## src/rtl/ps2_pkg.sv

```systemverilog
// Shared types and constants for the PS/2 host transmit path: FSM states,
// cycle-count derivations and the common host-to-device command bytes.
package ps2_pkg;

    typedef enum logic [2:0] {
        IDLE, INHIBIT, RTS, DATA, PARITY, STOP, ACK, WAIT_IDLE
    } ps2_state_e;

    localparam logic [7:0] PS2_CMD_SET_LED = 8'hED;
    localparam logic [7:0] PS2_CMD_ENABLE  = 8'hF4;
    localparam logic [7:0] PS2_CMD_RESET   = 8'hFF;
    localparam logic [7:0] PS2_CMD_RESEND  = 8'hFE;

    // 64-bit intermediate: 120 us * 25 MHz already overflows a 32-bit int.
    function automatic int inhibit_cycles(input longint clk_hz, input longint us);
        return int'((clk_hz * us) / 64'd1000000);
    endfunction

    function automatic int timeout_cycles(input longint clk_hz, input longint ms);
        return int'((clk_hz * ms) / 64'd1000);
    endfunction

endpackage

```

## src/rtl/ps2_host_tx_if.sv

```systemverilog
// Core-side byte handshake and transfer status of the PS/2 host transmitter.
interface ps2_host_tx_if;
    logic       tx_valid;
    logic [7:0] tx_data;
    logic       tx_ready;
    logic       busy;
    logic       done;
    logic       ack_ok;
    logic       err_timeout;

    modport master (output tx_valid, tx_data,
                    input  tx_ready, busy, done, ack_ok, err_timeout);
    modport slave  (input  tx_valid, tx_data,
                    output tx_ready, busy, done, ack_ok, err_timeout);
endinterface

```

## src/rtl/ps2_line_sync.sv

```systemverilog
// PS/2 pin conditioning: 2-flop synchronizers on clock and data, a run-length
// filter on the clock, and a one-cycle pulse on each filtered falling edge.
module ps2_line_sync
    import ps2_pkg::*;
#(
    parameter int FILTER_LEN = 8
) (
    input  logic clk,
    input  logic reset_n,
    input  logic clk_raw_i,
    input  logic dat_raw_i,
    output logic clk_o,
    output logic dat_o,
    output logic fall_o
);
    localparam int CW = (FILTER_LEN > 1) ? $clog2(FILTER_LEN) : 1;

    logic [1:0]    clk_sync_q, dat_sync_q;
    logic          filt_q, filt_d;
    logic [CW-1:0] run_q, run_d;
    logic          fall_q;

    // The filtered level only follows after FILTER_LEN consecutive differing samples.
    always_comb begin
        filt_d = filt_q;
        run_d  = '0;
        if (clk_sync_q[1] != filt_q) begin
            if (run_q == CW'(FILTER_LEN - 1)) filt_d = clk_sync_q[1];
            else                              run_d  = run_q + 1'b1;
        end
    end

    // Idle bus is high, so sync/filter start at 1 to avoid a spurious edge.
    always_ff @(posedge clk or negedge reset_n) begin
        if (!reset_n) begin
            clk_sync_q <= 2'b11;
            dat_sync_q <= 2'b11;
            filt_q     <= 1'b1;
            run_q      <= '0;
            fall_q     <= 1'b0;
        end else begin
            clk_sync_q <= {clk_sync_q[0], clk_raw_i};
            dat_sync_q <= {dat_sync_q[0], dat_raw_i};
            filt_q     <= filt_d;
            run_q      <= run_d;
            fall_q     <= filt_q & ~filt_d;
        end
    end

    assign clk_o  = filt_q;
    assign dat_o  = dat_sync_q[1];
    assign fall_o = fall_q;

endmodule

```

## src/rtl/ps2_host_tx.sv

```systemverilog
// PS/2 host-to-device byte transmitter (inhibit, RTS, device-clocked frame, ACK).
// Define PS2_HOST_TX_TIMEOUT_EN to add the no-clock / frame-span watchdog.
module ps2_host_tx
    import ps2_pkg::*;
#(
    parameter int CLK_HZ     = 25_000_000,
    parameter int INHIBIT_US = 120,
    parameter int FILTER_LEN = 8,
    parameter int TIMEOUT_MS = 15
) (
    input  logic         clk,
    input  logic         reset_n,
    ps2_host_tx_if.slave bus,
    input  logic         ps2_clk_i,
    input  logic         ps2_dat_i,
    output logic         ps2_clk_oe,
    output logic         ps2_dat_oe
);
    localparam int INH_CYC = inhibit_cycles(CLK_HZ, INHIBIT_US);
    localparam int TW      = (INH_CYC > 1) ? $clog2(INH_CYC) : 1;

    logic clk_s, dat_s, fall;

    ps2_line_sync #(.FILTER_LEN(FILTER_LEN)) u_sync (
        .clk       (clk),
        .reset_n   (reset_n),
        .clk_raw_i (ps2_clk_i),
        .dat_raw_i (ps2_dat_i),
        .clk_o     (clk_s),
        .dat_o     (dat_s),
        .fall_o    (fall)
    );

    ps2_state_e    state_q, state_d;
    logic [7:0]    shift_q, shift_d;
    logic [3:0]    cnt_q, cnt_d;
    logic [TW-1:0] tmr_q, tmr_d;
    logic          par_q, par_d;
    logic          ack_int_q, ack_int_d;
    logic          clk_oe_q, clk_oe_d;
    logic          dat_oe_q, dat_oe_d;
    logic          done_q, done_d;
    logic          ack_ok_q, ack_ok_d;

`ifdef PS2_HOST_TX_TIMEOUT_EN
    localparam int TO_CYC   = timeout_cycles(CLK_HZ, TIMEOUT_MS);
    localparam int SPAN_CYC = timeout_cycles(CLK_HZ, 2);
    localparam int WW       = $clog2(((TO_CYC > SPAN_CYC) ? TO_CYC : SPAN_CYC) + 1);
    logic [WW-1:0] wd_q, wd_d;
    logic          first_q, first_d;
    logic          err_q, err_d;
`endif

    always_comb begin
        state_d   = state_q;
        shift_d   = shift_q;
        cnt_d     = cnt_q;
        tmr_d     = tmr_q;
        par_d     = par_q;
        ack_int_d = ack_int_q;
        dat_oe_d  = dat_oe_q;
        done_d    = 1'b0;
        ack_ok_d  = 1'b0;
        unique case (state_q)
            IDLE: begin
                dat_oe_d = 1'b0;
                if (bus.tx_valid) begin
                    shift_d = bus.tx_data;
                    par_d   = ~^bus.tx_data;
                    cnt_d   = '0;
                    tmr_d   = '0;
                    state_d = INHIBIT;
                end
            end
            INHIBIT: begin
                if (tmr_q == TW'(INH_CYC - 1)) begin
                    state_d  = RTS;
                    dat_oe_d = 1'b1;    // start bit, pulled while clock is still held
                end else begin
                    tmr_d = tmr_q + 1'b1;
                end
            end
            RTS: begin
                state_d = DATA;
                cnt_d   = '0;
            end
            DATA: if (fall) begin
                dat_oe_d = ~shift_q[0];
                shift_d  = {1'b0, shift_q[7:1]};
                cnt_d    = cnt_q + 1'b1;
                if (cnt_q == 4'd7) state_d = PARITY;
            end
            PARITY: if (fall) begin
                dat_oe_d = ~par_q;
                state_d  = STOP;
            end
            STOP: if (fall) begin
                dat_oe_d = 1'b0;
                state_d  = ACK;
            end
            ACK: if (fall) begin
                ack_int_d = ~dat_s;
                state_d   = WAIT_IDLE;
            end
            WAIT_IDLE: begin
                dat_oe_d = 1'b0;
                if (clk_s && dat_s) begin
                    state_d  = IDLE;
                    done_d   = 1'b1;
                    ack_ok_d = ack_int_q;
                end
            end
            default: state_d = IDLE;
        endcase

`ifdef PS2_HOST_TX_TIMEOUT_EN
        // Counter only runs between RTS exit and the ACK edge, so every accept
        // starts it from zero. It measures the first-clock wait, then restarts
        // at the first fall to bound the remainder of the frame.
        wd_d    = '0;
        first_d = 1'b0;
        err_d   = 1'b0;
        if (state_q inside {DATA, PARITY, STOP, ACK}) begin
            wd_d    = wd_q + 1'b1;
            first_d = first_q;
            if (fall && !first_q) begin
                first_d = 1'b1;
                wd_d    = '0;
            end
            if ((!first_q && wd_q == WW'(TO_CYC - 1)) ||
                ( first_q && wd_q == WW'(SPAN_CYC - 1))) begin
                state_d  = IDLE;
                dat_oe_d = 1'b0;
                done_d   = 1'b1;
                ack_ok_d = 1'b0;
                err_d    = 1'b1;
                first_d  = 1'b0;
                wd_d     = '0;
            end
        end
`endif

        clk_oe_d = (state_d == INHIBIT) || (state_d == RTS);
    end

    always_ff @(posedge clk or negedge reset_n) begin
        if (!reset_n) begin
            state_q   <= IDLE;
            shift_q   <= '0;
            cnt_q     <= '0;
            tmr_q     <= '0;
            par_q     <= 1'b0;
            ack_int_q <= 1'b0;
            clk_oe_q  <= 1'b0;
            dat_oe_q  <= 1'b0;
            done_q    <= 1'b0;
            ack_ok_q  <= 1'b0;
        end else begin
            state_q   <= state_d;
            shift_q   <= shift_d;
            cnt_q     <= cnt_d;
            tmr_q     <= tmr_d;
            par_q     <= par_d;
            ack_int_q <= ack_int_d;
            clk_oe_q  <= clk_oe_d;
            dat_oe_q  <= dat_oe_d;
            done_q    <= done_d;
            ack_ok_q  <= ack_ok_d;
        end
    end

`ifdef PS2_HOST_TX_TIMEOUT_EN
    always_ff @(posedge clk or negedge reset_n) begin
        if (!reset_n) begin
            wd_q    <= '0;
            first_q <= 1'b0;
            err_q   <= 1'b0;
        end else begin
            wd_q    <= wd_d;
            first_q <= first_d;
            err_q   <= err_d;
        end
    end
    assign bus.err_timeout = err_q;
`else
    assign bus.err_timeout = 1'b0;
`endif

    assign bus.tx_ready = (state_q == IDLE);
    assign bus.busy     = (state_q != IDLE);
    assign bus.done     = done_q;
    assign bus.ack_ok   = ack_ok_q;
    assign ps2_clk_oe   = clk_oe_q;
    assign ps2_dat_oe   = dat_oe_q;

endmodule

```

## src/flat_wrapper.sv

```systemverilog
// flat-port wrapper written by rule: the top's interface ports become plain ports
module ps2_host_tx_flat import ps2_pkg::*;
#(
    parameter int CLK_HZ     = 25_000_000,
    parameter int INHIBIT_US = 120,
    parameter int FILTER_LEN = 8,
    parameter int TIMEOUT_MS = 15
)
  (clk, reset_n, ps2_clk_i, ps2_dat_i, ps2_clk_oe, ps2_dat_oe, bus_tx_valid, bus_tx_data, bus_tx_ready, bus_busy, bus_done, bus_ack_ok, bus_err_timeout);
  ps2_host_tx_if bus_i ();
  input  logic clk;
  input  logic reset_n;
  input  logic ps2_clk_i;
  input  logic ps2_dat_i;
  output logic ps2_clk_oe;
  output logic ps2_dat_oe;
  input wire logic [$bits(bus_i.tx_valid)-1:0] bus_tx_valid;
  input wire logic [$bits(bus_i.tx_data)-1:0] bus_tx_data;
  output wire logic [$bits(bus_i.tx_ready)-1:0] bus_tx_ready;
  output wire logic [$bits(bus_i.busy)-1:0] bus_busy;
  output wire logic [$bits(bus_i.done)-1:0] bus_done;
  output wire logic [$bits(bus_i.ack_ok)-1:0] bus_ack_ok;
  output wire logic [$bits(bus_i.err_timeout)-1:0] bus_err_timeout;
  assign bus_i.tx_valid = bus_tx_valid;
  assign bus_i.tx_data = bus_tx_data;
  assign bus_tx_ready = bus_i.tx_ready;
  assign bus_busy = bus_i.busy;
  assign bus_done = bus_i.done;
  assign bus_ack_ok = bus_i.ack_ok;
  assign bus_err_timeout = bus_i.err_timeout;
  ps2_host_tx #(.CLK_HZ(CLK_HZ), .INHIBIT_US(INHIBIT_US), .FILTER_LEN(FILTER_LEN), .TIMEOUT_MS(TIMEOUT_MS)) u_core (.clk(clk), .reset_n(reset_n), .bus(bus_i), .ps2_clk_i(ps2_clk_i), .ps2_dat_i(ps2_dat_i), .ps2_clk_oe(ps2_clk_oe), .ps2_dat_oe(ps2_dat_oe));
endmodule
```

## config.mk

```make
export PLATFORM = sky130hd
export DESIGN_NAME = ps2_host_tx_flat
export DESIGN_NICKNAME = d
export VERILOG_FILES = /design/src/rtl/ps2_pkg.sv /design/src/rtl/ps2_host_tx_if.sv /design/src/rtl/ps2_line_sync.sv /design/src/rtl/ps2_host_tx.sv /design/src/flat_wrapper.sv
export SDC_FILE = /design/constraint.sdc
export NUM_CORES = 1
export LEC_CHECK = 0
export CAP_MARGIN = 20
export CORE_MARGIN = 5
export CORE_UTILIZATION = 64
export CTS_BUF_LIST = sky130_fd_sc_hd__clkbuf_4 sky130_fd_sc_hd__clkbuf_8
export DETAILED_ROUTE_END_ITERATION = 10
export PLACE_DENSITY_LB_ADDON = 0.15
export SKIP_LAST_GASP = 1
export SLEW_MARGIN = 10
export SYNTH_ARGS = -nofsm -noshare
export SYNTH_HDL_FRONTEND = slang
export SYNTH_SLANG_ARGS = --single-unit
```

## constraint.sdc

```tcl
create_clock -name clk -period 4.6 [get_ports clk]
set_input_delay 0.46 -clock clk [delete_from_list [all_inputs] [get_ports clk]]
set_output_delay 0.46 -clock clk [all_outputs]
set_load 0.005 [all_outputs]
```

==> results.json, run 1 <==
{
  "grt_max_degree": 43,
  "end_kind": "register",
  "ff_latch_area_um2": 1060,
  "cts_setup_buffers": 0,
  "firstDrtPassIters": 4,
  "synth_top_family_by_area": "simple AND/OR/NAND/NOR gates",
  "io_buffers": 18,
  "synth_area_leaders": "dfrtp_1, dfstp_2, o31ai_1",
  "cp_max_fo": 21,
  "drt-total-wl_mm": 4.39,
  "setup_viol": 0,
  "fin_cells": 268,
  "slowest_delay_ns": 0.70,
  "grtUsageTotal_pct": 22.5,
  "critPathRequiredTime_ns": 4.89,
  "cp-startpoint": "u_core.state_q[2]$_DFF_PN0_",
  "start_kind": "register",
  "synth_largest_area_cell": "dfrtp_1",
  "place_congestion": 0.820,
  "vias": 1696,
  "cts_sinks": 42,
  "worstPathCellList": "nand3b_1 > o22ai_1 > nand4b_1 > or4_1 > a21oi_1",
  "path_depth": 5,
  "post-route-util_pct": 74.0,
  "fin_total_pwr_mw": 1.11,
  "tns_ns": 0,
  "power_density_nw_per_um2": 452,
  "drc": 0,
  "synth-async-reset-ratio_pct": 100,
  "mappedNetlistNets": 224,
  "arrival_ns": 3.29,
  "cp_top_family": "simple AND/OR/NAND/NOR gates",
  "post-place-ws_ns": 1.63,
  "hold_ws_ns": 0.213,
  "synth-compound-area-share_pct": 15.9,
  "io_pins": 20,
  "clock_skew_ns": 0.0209,
  "place_hpwl_mm": 3.08,
  "nets": 238,
  "fmax_mhz": 333,
  "grt_pass1_wl_mm": 7.70,
  "cts_tree": "done",
  "die_w_um": 68.4,
  "post-route-min-period_ns": 3.00,
  "synthDominantCellAreaShare_pct": 42.4,
  "synth-adder-area-share_pct": 2.29,
  "seq_area_frac_synth_pct": 48.4,
  "row_count": 21,
  "multi_input_comb_area_um2": 1030,
  "yosys_warnings": 0,
  "placed_cells": 260,
  "yosys.cell_types.count": 51,
  "status": "complete, no violations",
  "placed_area_um2": 2360,
  "cts-root-buf": "clkbuf_4",
  "finalCritPeriodShare_pct": 65.3,
  "routedWlPerCell_um": 16.4,
  "clk_pin_slew_ns": 0.13,
  "ant_nets": 0,
  "r2r_cells": 5,
  "path_buf_inv": 0,
  "area_delta_synth_final_pct": 12.2,
  "num-fill-cells": 234,
  "diodes": 0,
  "ctsResizeCount": 0,
  "viasPerCell": 6.33,
  "holdBufCountCts": 0,
  "synth_cells": 207,
  "cap_violations": 0,
  "start_util_pct": 66.0,
  "clkLatencyLatePin_ns": 0.36,
  "synth_edf_count": 0,
  "cts_made_buffers": 5,
  "setup_ws_ns": 1.60,
  "synth_mux_area_share_pct": 5.27,
  "rsz0062_at_grt": "false",
  "cts_buffer_depth": 2,
  "drt_iter0_drc": 97,
  "syn_area_um2": 2180,
  "avgSynthCellArea_um2": 10.6,
  "grt_pass1_vias": 1740,
  "fin_area_um2": 2450,
  "synthSimpleGateAreaFrac_pct": 20.2,
  "synth_top_flop_cell": "dfrtp_1",
  "tightest_slew_ns": 0.900,
  "finalHoldViolCount": 0,
  "vdd_drop_max_mv": 0.362,
  "min_path_type": "input port to async pin",
  "ff2ff_setup_slack_ns": 1.60,
  "core_um2": 3310,
  "synth-xor-area-share_pct": 3.21,
  "grt_overflow_total": 0,
  "yosys_register_bits": 42,
  "leakage_nw": 1.07,
  "finalMaxSlewViolations": 0,
  "drive_gt1_share_pct": 12.2,
  "critPathKind": "register to register",
  "relSlewSlack_pct": 40.0,
  "rr_startpoint": "u_core.state_q[2]$_DFF_PN0_",
  "htree_num_levels": 2,
  "critPathSlowestCell": "or4_1",
  "die_y_um": 68.4,
  "die_area_um2": 4680,
  "antenna_found_initial": 0
}
[registers in the layout, indices dropped and copies added (netlist names)]
name and count:
u_core.state_q 3, u_core.u_sync.clk_sync_q 2, u_core.u_sync.fall_o 1, u_core.ps2_dat_oe 1, u_core.bus.done 1, u_core.u_sync.run_q 3, u_core.shift_q 8, u_core.ack_int_q 1
u_core.ps2_clk_oe 1, u_core.u_sync.dat_sync_q 2, u_core.tmr_q 12, u_core.par_q 1, u_core.bus.ack_ok 1, u_core.cnt_q 4, u_core.u_sync.clk_o 1
[cell type report]
cell class / count / share of cell area (%)
Clock inverter: 1 / 1.23
Multi-Input combinational cell: 145 / 42.2
Tap cell: 46 / 2.35
Inverter: 8 / 1.23
Sequential cell: 42 / 43.1
Timing Repair Buffer: 19 / 7.45
Clock buffer: 7 / 2.40
[per-layer routing]
metal	track usage, %	part of all wire [%]
met3	4.76	4.7
met1	25.7	41
met4	11.2	3.3
met2	39.5	51
met5	0	0
[report_power, final]
part | switching [mW] | total (mW) | internal [mW] | leakage, nW
Sequential | 0.0729 | 0.527 | 0.454 | 0.537
Clock | 0.116 | 0.252 | 0.136 | 0.0489
Combinational | 0.170 | 0.329 | 0.159 | 0.483
[placed cells by master (no fill, tap or decap), types with 5 or more instances in the layout]
| cell type | Yosys | routed |
|---|---|---|
| a21oi_1 | 12 | 12 |
| and2_1 | 5 | 5 |
| clkbuf_4 | 0 | 6 |
| clkdlybuf4s50_1 | 0 | 17 |
| dfrtp_1 | 37 | 37 |
| dfstp_2 | 5 | 5 |
| inv_1 | 8 | 8 |
| mux2i_1 | 7 | 7 |
| nand2_1 | 15 | 15 |
| nand3_1 | 6 | 6 |
| nand4_1 | 7 | 7 |
| o21ai_0 | 11 | 11 |
| o31ai_1 | 11 | 11 |
| or4_1 | 10 | 10 |
| xnor2_1 | 7 | 7 |
[path summary, 6_finish.rpt]
| path | endpoint |
|---|---|
| setup / recovery | u_core.tmr_q[11]$_DFFE_PN0P_ |
| hold / removal | u_core.tmr_q[3]$_DFFE_PN0P_ |
| setup reg to reg | u_core.tmr_q[11]$_DFFE_PN0P_ |
| hold reg to reg | u_core.u_sync.clk_sync_q[1]$_DFF_PN1_ |
| max in group asynchronous | u_core.shift_q[2]$_DFFE_PN0P_ |
| min in group clk | u_core.u_sync.clk_sync_q[1]$_DFF_PN1_ |
[logic make-up after synthesis]
family,Yosys count
fa+ha+maj,4
xor+xnor,8
flops,42
buf+inv,20
simple gates,71
mux,11
compound gates,50
other cells,1
[Yosys cell counts, types with 2 or more instances]
| cell | number |
|---|---|
| dfrtp_1 | 37 |
| nand2_1 | 15 |
| a21oi_1 | 12 |
| o21ai_0 | 11 |
| o31ai_1 | 11 |
| or4_1 | 10 |
| inv_1 | 8 |
| mux2i_1 | 7 |
| nand4_1 | 7 |
| xnor2_1 | 7 |
| nand3_1 | 6 |
| and2_1 | 5 |
| clkbuf_1 | 5 |
| dfstp_2 | 5 |
| and4_1 | 4 |
| buf_2 | 4 |
| ha_1 | 4 |
| mux2_2 | 4 |
| and3_1 | 3 |
| nor2_1 | 3 |
| o21ai_1 | 3 |
| a22o_1 | 2 |
| buf_6 | 2 |
| nand4b_1 | 2 |
| nor3_1 | 2 |
| o221ai_1 | 2 |
| or2_1 | 2 |
Note: power is estimated with default switching activity, not from simulation.
==> run 2, diff against run 1 <==
CORE_UTILIZATION = 53   (was 64)
clock period = 2.43 ns   (was 4.6 ns; I/O delays follow)
==> run 2 against run 1 <==
  * Clock power up 120%
  * Sequential power grew 86%
  * Largest power group unchanged
  * Combinational power increased by 93%
  * Wire length is 1.5% lower
  * Critical endpoint is now bus_tx_ready
==> results.json, run 2 (synthesized netlist as in run 1, its figures left out) <==
{
  "status": "complete, no violations",
  "htree_num_levels": 2,
  "placed_area_um2": 2400,
  "die_y_um": 74.2,
  "io_buffers": 18,
  "clock_skew_ns": 0.00275,
  "routedWlPerCell_um": 15.7,
  "setup_viol": 0,
  "fmax_mhz": 443,
  "post-route-min-period_ns": 2.26,
  "finalHoldViolCount": 0,
  "finalCritPeriodShare_pct": 92.9,
  "num-fill-cells": 320,
  "finalMaxSlewViolations": 0,
  "ant_nets": 0,
  "critPathRequiredTime_ns": 2.19,
  "setup_ws_ns": 0.172,
  "drive_gt1_share_pct": 13.7,
  "cts_tree": "done",
  "leakage_nw": 1.09,
  "vias": 1679,
  "ctsResizeCount": 0,
  "clk_pin_slew_ns": 0.08,
  "cts_sinks": 42,
  "grt_pass1_vias": 1726,
  "vdd_drop_max_mv": 0.505,
  "grt_pass1_wl_mm": 7.49,
  "die_area_um2": 5510,
  "holdBufCountCts": 0,
  "core_um2": 4000,
  "grtUsageTotal_pct": 17.7,
  "drc": 0,
  "cp_max_fo": 8,
  "grt_max_degree": 43,
  "cts-root-buf": "clkbuf_8",
  "row_count": 23,
  "layout_commonest_cell": "dfrtp_1",
  "die_w_um": 74.2,
  "start_util_pct": 54.6,
  "place_hpwl_mm": 3.18,
  "firstDrtPassIters": 4,
  "antenna_found_initial": 0,
  "nets": 242,
  "layout_common_cells": "dfrtp_1, clkdlybuf4s50_1, nand2_1, a21oi_1",
  "diodes": 0,
  "largest_reg_flops": 12,
  "cts_setup_buffers": 0,
  "cts_made_buffers": 5,
  "ff_latch_area_um2": 1060,
  "grt_overflow_total": 0,
  "fin_total_pwr_mw": 2.17,
  "rsz0062_at_grt": "false",
  "area_delta_synth_final_pct": 14.9,
  "multi_input_comb_area_um2": 1030,
  "power_density_nw_per_um2": 866,
  "drt-total-wl_mm": 4.32,
  "place_congestion": 0.917,
  "arrival_ns": 2.01,
  "tns_ns": 0,
  "cap_violations": 0,
  "start_kind": "register",
  "end_kind": "output port",
  "post-place-ws_ns": 0.243,
  "tightest_slew_ns": 0.891,
  "fin_area_um2": 2510,
  "min_path_type": "input port to async pin",
  "critPathKind": "register to output port",
  "relSlewSlack_pct": 40.6,
  "regMostFlops": "u_core.tmr_q",
  "io_pins": 20,
  "top_regs": "u_core.tmr_q (12), u_core.shift_q (8), u_core.cnt_q (4)",
  "viasPerCell": 6.08,
  "clkLatencyLatePin_ns": 0.29,
  "cts_buffer_depth": 2,
  "drt_iter0_drc": 102
}
run 2: changes by cell type in the layout (fill, tap and decap cells not counted):
| cell | before | now |
|---|---|---|
| clkbuf_4 | 6 | 1 |
| buf_4 | 1 | 5 |
| clkinvlp_4 | 0 | 1 |
| clkbuf_8 | 1 | 5 |
run 2: per-layer routing:
metal,routed length [µm],vias up,track usage (%)
met3,196,8,4.19
met5,0,-,0
met2,2240,36,30.5
met4,80,0,8.05
li1,-,811,-
met1,1810,824,21.0
run 2: worst paths after layout:
check	start	end	slack, ns	cells past startpoint
min in group clk	ps2_dat_i	u_core.u_sync.dat_sync_q[0]$_DFF_PN1_	0.35	1
worst max-delay path	u_core.state_q[0]$_DFF_PN0_	bus_tx_ready	0.17	3
worst min-delay path	reset_n	u_core.tmr_q[10]$_DFFE_PN0P_	0.06	1
worst min register to register	u_core.u_sync.dat_sync_q[0]$_DFF_PN1_	u_core.u_sync.dat_sync_q[1]$_DFF_PN1_	0.36	0
worst max register to register	u_core.state_q[1]$_DFF_PN0_	u_core.tmr_q[6]$_DFFE_PN0P_	0.23	6
max in group asynchronous	reset_n	u_core.tmr_q[6]$_DFFE_PN0P_	1.80	1
run 2: per-stage QoR:
step                      util, %  hold WS, ns  cells
after floorplan                 -      -0.0526    207
after global placement       59.9        0.346    268
after detailed placement     59.9        0.347    268
after CTS                    62.8        0.107    276
after global routing         62.8        0.156    276
final                        62.8       0.0642    276
run 2: final cells by class:
type / count / share of cell area [%]
Sequential cell: 42 / 42.1
Multi-Input combinational cell: 145 / 41.2
Timing Repair Buffer: 23 / 8.47
Clock buffer: 6 / 3.04
Tap cell: 50 / 2.49
Clock inverter: 2 / 1.49
Inverter: 8 / 1.20
run 2: critical path, cell delays in order, from the launching register on:
cell             delay (ns)
dfrtp_1                0.47
buf_4                  0.20
nor3_1                 0.45
clkdlybuf4s50_1        0.60
run 2: power breakdown:
group          total, mW  internal (mW)  leakage (nW)  switching [mW]
sequential         0.981          0.861         0.537           0.120
clock              0.558          0.318        0.0548           0.240
combinational      0.636          0.308         0.502           0.328
total               2.17           1.49          1.09           0.688
